## config.mk

```make
export PLATFORM = sky130hd
export DESIGN_NAME = reg_file
export DESIGN_NICKNAME = d
export VERILOG_FILES = /design/src/rtl/cpu_pkg.sv /design/src/rtl/reg_file_rdport.sv /design/src/rtl/reg_file.sv
export SDC_FILE = /design/constraint.sdc
export NUM_CORES = 2
export LEC_CHECK = 0
export CAP_MARGIN = 10
export CORE_ASPECT_RATIO = 0.5
export CORE_MARGIN = 10
export CORE_UTILIZATION = 40
export CTS_CLUSTER_DIAMETER = 80
export DETAILED_ROUTE_END_ITERATION = 8
export PLACE_DENSITY = 0.55
export SYNTH_ARGS = -nofsm -noshare
export SYNTH_HDL_FRONTEND = slang
export SYNTH_SLANG_ARGS = --single-unit
```

## constraint.sdc

```tcl
create_clock -name clk -period 1.7 [get_ports clk]
set_input_delay 0.17 -clock clk [delete_from_list [all_inputs] [get_ports clk]]
set_output_delay 0.17 -clock clk [all_outputs]
set_load 0.02 [all_outputs]
```

## src/rtl/cpu_pkg.sv

```systemverilog
// -----------------------------------------------------------------------------
// cpu_pkg
// Shared definitions for the single-cycle MIPS datapath: register-file
// geometry, architecturally special register numbers, and the ALUctr
// encoding shared by the ALU and the control unit.
// -----------------------------------------------------------------------------
package cpu_pkg;

  localparam int REG_ADDR_W = 5;
  localparam int DATA_W     = 32;
  localparam int NUM_REGS   = 1 << REG_ADDR_W;

  localparam logic [REG_ADDR_W-1:0] REG_ZERO = 5'd0;   // $zero, hard-wired
  localparam logic [REG_ADDR_W-1:0] REG_RA   = 5'd31;  // $ra, link register

  typedef logic [REG_ADDR_W-1:0] reg_addr_t;
  typedef logic [DATA_W-1:0]     data_t;

  // Storage for $1..$31 only; $0 is never stored.
  typedef data_t [NUM_REGS-1:1] reg_array_t;

  // ALUctr encoding.
  typedef enum logic [3:0] {
    ADD  = 4'b1110,
    SUB  = 4'b0100,
    AND  = 4'b0010,
    OR   = 4'b0011,
    XOR  = 4'b0111,
    SLL  = 4'b1010,
    SRL  = 4'b1000,
    SRA  = 4'b1001,
    ADDU = 4'b0001,
    BEQ  = 4'b0101,
    LUI  = 4'b0110,
    JR   = 4'b1100
  } alu_ctr_e;

endpackage : cpu_pkg

```

## src/rtl/reg_file_rdport.sv

```systemverilog
// -----------------------------------------------------------------------------
// reg_file_rdport
// One combinational read port of the register file: returns zero for $0,
// otherwise the stored value, optionally replaced by the write data when a
// qualified write targets the same register in the same cycle.
//
// Ports:
//   regs   in  31x32  current contents of $1..$31
//   ra     in  5      read address
//   wr_en  in  1      qualified write this cycle (out of reset, we=1, wa!=0)
//   wa     in  5      write address
//   wd     in  32     write data
//   rd     out 32     read data
// -----------------------------------------------------------------------------
module reg_file_rdport
  import cpu_pkg::*;
#(
  parameter bit BYPASS = 1'b0
) (
  input  reg_array_t            regs,
  input  logic [REG_ADDR_W-1:0] ra,
  input  logic                  wr_en,
  input  logic [REG_ADDR_W-1:0] wa,
  input  logic [DATA_W-1:0]     wd,
  output logic [DATA_W-1:0]     rd
);

  always_comb begin
    // NOTE: rd gets a value on every path (default first) so no latch is inferred.
    rd = '0;
    if (ra == REG_ZERO) begin
      rd = '0;
    end else if (BYPASS && wr_en && (wa == ra)) begin
      // wr_en already excludes wa==0 and reset, so this never exposes $0.
      rd = wd;
    end else begin
      rd = regs[ra];
    end
  end

endmodule : reg_file_rdport

```

## src/rtl/reg_file.sv

```systemverilog
// -----------------------------------------------------------------------------
// reg_file
// 32 x 32-bit MIPS general-purpose register file. Two combinational read
// ports feed the ALU operand paths, one synchronous write port takes the
// writeback value, and a debug port shows the stored contents (never bypassed).
// $0 reads as zero and ignores writes.
//
// Parameters:
//   WRITE_BYPASS  forward same-cycle write data to rd1/rd2 when 1
//   RESET_VALUE   value of $1..$31 after reset
//
// Ports:
//   clk       in  1   rising-edge clock
//   rst_n     in  1   asynchronous active-low reset
//   we        in  1   write enable
//   wa        in  5   write address
//   wd        in  32  write data
//   ra1, ra2  in  5   read addresses (rs, rt)
//   rd1, rd2  out 32  read data
//   dbg_addr  in  5   debug read address
//   dbg_data  out 32  debug read data (stored value only)
// -----------------------------------------------------------------------------
module reg_file
  import cpu_pkg::*;
#(
  parameter bit          WRITE_BYPASS = 1'b0,
  parameter logic [31:0] RESET_VALUE  = 32'h0000_0000
) (
  input  logic                  clk,
  input  logic                  rst_n,
  input  logic                  we,
  input  logic [REG_ADDR_W-1:0] wa,
  input  logic [DATA_W-1:0]     wd,
  input  logic [REG_ADDR_W-1:0] ra1,
  input  logic [REG_ADDR_W-1:0] ra2,
  output logic [DATA_W-1:0]     rd1,
  output logic [DATA_W-1:0]     rd2,
  input  logic [REG_ADDR_W-1:0] dbg_addr,
  output logic [DATA_W-1:0]     dbg_data
);

  reg_array_t regs;
  logic       wr_en;

  // Including rst_n keeps the bypass suppressed while reset is asserted.
  assign wr_en = rst_n && we && (wa != REG_ZERO);

  // NOTE: every register here is reset because the architecture promises a
  // known value in $1..$31; this is a flop array, not an SRAM macro.
  always_ff @(posedge clk or negedge rst_n) begin
    if (!rst_n) begin
      for (int i = 1; i < NUM_REGS; i++) begin
        regs[i] <= RESET_VALUE;
      end
    end else if (we && (wa != REG_ZERO)) begin
      // NOTE: non-blocking so the same-edge readers all see the pre-edge value.
      regs[wa] <= wd;
    end
  end

  reg_file_rdport #(.BYPASS(WRITE_BYPASS)) u_rdport1 (
    .regs  (regs),
    .ra    (ra1),
    .wr_en (wr_en),
    .wa    (wa),
    .wd    (wd),
    .rd    (rd1)
  );

  reg_file_rdport #(.BYPASS(WRITE_BYPASS)) u_rdport2 (
    .regs  (regs),
    .ra    (ra2),
    .wr_en (wr_en),
    .wa    (wa),
    .wd    (wd),
    .rd    (rd2)
  );

  reg_file_rdport #(.BYPASS(1'b0)) u_rdport_dbg (
    .regs  (regs),
    .ra    (dbg_addr),
    .wr_en (wr_en),
    .wa    (wa),
    .wd    (wd),
    .rd    (dbg_data)
  );

endmodule : reg_file

```

==> results.ini <==
[run_status]
status=finished, violations left
failed_checks=setup timing

[placed_design]
dpl.hpwl_um=169800
dpl.cell_count=6940
dp_slack_ns=-1.086
place.gp.congestion=0.8973
port-buffer-count=150

[worst_setup_path]
crit_start=regs[448]
critPathLaunchType=flop
critical_path.max_stage_delay_ns=0.47
crit_buf_inv=2
crit_family=multiplexers
critPathArrivalTime_ns=2.61
crit_type=flop to output port
critPathSlowestCell=mux4_2
crit_chain=buf_6 > mux4_2 > mux2i_2 > o22ai_2 > a221o_2 > buf_12
endpoint_kind=output port
r2r-start=regs[349]
required_ns=1.53
r2r_slack_ns=0.59
critPathMaxFanout=2

[route]
drc=0
dr_wl_met3_um=23830
met1_length_um=105100
ant_nets=0
firstDrtPassIters=5
post_drt_wl_per_cell_um=34.85
wl_met2_um=110300
drt-initial-drc-count=5096
wl_um=250700
vias=46900
top_layer=met5
vias_per_cell=6.518

[timing]
rsz0062_at_grt=true
finalMaxSlewViolations=0
timing.final.crit_period_ns=2.776
hold_violations=0
worst_slew_pin_slew_ns=1.393
setup_viol=96
whs_ns=0.3941
relSlewSlack_pct=6.699
fmax_ghz=0.3602
min_period_over_period_pct=163.3
setup_slack_ns=-1.076
finClkSkew_ns=0

[final_layout]
num-fill-cells=12640
regMostFlops=regs
layout.cells.non_filler=7195
drive_gt1_share_pct=64.77
nNetsFinal=5155
largest_reg_flops=992
area_delta_synth_final_pct=29.19
top_regs=regs x992

[synthesis]
yosysWarnings=0
ys_seq_area_share_pct=40.71
postSynthAreaPerCell_um2=14.51
postSynth.asyncResetShare_pct=100.0
syn_nets=4257
synth_edf_count=0
synthCells=4202
syn_area_mm2=0.06098
synthFlopType=dfrtp_1
ys_ff_latch=992
ys_types=42

[global_route]
antenna_found_initial=7
grt_first_pass_wirelength_um=358200
grt_overflow=0
grt_max_degree=94
grt.total_usage_pct=29.04
grt_pass1_vias=48210

[worst_hold_path]
holdCritStartpoint=wd[13]
hp-class=primary input to flop

[clocking]
cts_buffers=102
htreeDepth=3
path_clk_slew_ns=0.07
insertion_delay_ns=0.70
clockBufferDepth=3
numClockSinks=992
cts_tree=yes
root_buffer=clkbuf_16

[floorplanning]
die_h_um=296.1
rows=101
core_mm2=0.1516
die_area_mm2=0.1694
die_width_um=572.2
ioPinCount=151
start_util_pct=40.21

[pwr]
pwr_density_cell_mw_per_mm2=1056
finalPower_mw=83.19
comb_power_share_pct=32.5
internal-power_mw=57.86
p_sw_mw=25.32
p_leak_nw=34.01
swShare_pct=30.44
seqPwrFrac_pct=38.6
vdd_drop_max_v=0.0007952
p_clk_share_pct=28.9

[job]
max_cap_violations=0

-- Yosys cell counts (all sizes together), types with 45 or more instances --
library cell	number	area (µm²)
a221oi	73	639.4
a32oi	64	560.5
buf	231	1140
clkbuf	249	935.9
dfrtp	992	24820
mux2	1102	12410
mux2i	207	2072
mux4	666	15000
nand2	151	566.8
nor2	110	412.9
nor3	45	225.2
o31a	45	394.1
-- worst paths after layout --
check,depth (start not counted),endpoint
max reg2reg,4,regs[349]
min reg2reg,1,regs[798]
max in group asynchronous,5,regs[610]
min in group asynchronous,3,regs[663]
min,3,regs[333]
max,6,rd1[0]
-- stage by stage --
step	utilization [%]	TNS (ns)	cell area, µm²
final	51.95	-82.46	78790
after floorplan	-	-5.385	61580
after global placement	48.54	-563.04	73600
after global routing	51.95	-88.95	78780
after detailed placement	48.54	-566.47	73600
after CTS	51.53	-85.41	78140
-- routing by layer --
layer  global-route usage (%)  vias to the layer above
met4                    11.37                       12
met1                    40.62                    25310
met5                        0                        -
met3                    7.088                      566
li1                         -                    18520
met2                    43.61                     2497
-- area by class of cell --
| class | count | area (µm²) | area share (%) |
|---|---|---|---|
| diodes | 4 | 10.01 | 0.01270 |
| clock buffers | 149 | 3063 | 3.888 |
| clock inverters | 38 | 405.4 | 0.5145 |
| inverters | 10 | 47.55 | 0.06035 |
| multi-input cells | 2721 | 35060 | 44.50 |
| flip-flops and latches | 992 | 24820 | 31.51 |
| well taps | 2008 | 2512 | 3.189 |
| repair buffers | 1273 | 12870 | 16.33 |
-- cell usage in the layout, fill, tap and decap left out, drive strengths merged, types with 26 or more instances in the layout --
cell	Yosys	final
nor3	45	45
nor2	110	110
mux2i	207	207
dfrtp	992	992
a221oi	73	73
a32oi	64	64
clkdlybuf4s50	0	40
mux4	666	666
clkbuf	249	151
nand3	26	26
o21ai	34	34
buf	231	1227
o22ai	38	38
mux2	1102	1102
nand2	151	151
clkinv	1	26
o31a	45	45
-- logic make-up after synthesis --
kind of cell	Yosys count	synth area share, %
AO/OA/AOI/OAI	360	4.729
multiplexers	1975	48.34
AND/OR/NAND/NOR	385	2.758
flip-flops	992	40.71
buffers and inverters	490	3.465
-- power by group through the flow --
stage	combinational (mW)	clock [mW]	sequential (mW)
after detailed placement	25.4	0	32.3
after floorplan	15.2	0	31.4
after global placement	24.9	0	31.9
after global routing	28.5	25.2	32.6
after CTS	26.4	24.3	31.9
final	27.0	24.0	32.1
-- worst register-to-register path: stages, from the launching register on --
cell     delay [ns]
dfrtp_1        0.40
buf_6          0.12
buf_6          0.10
buf_4          0.12
mux2_2         0.26
-- what timing repair did --
action	4_1_cts	5_1_grt
pin swaps	81	52
endpoints found under the setup margin	96	167
endpoints found under the hold margin	758	22
gates resized for setup	384	106
setup buffers	42	21
hold buffers	2	1
cloned	3	1
No activity file was read; power rests on OpenSTA's default activity.
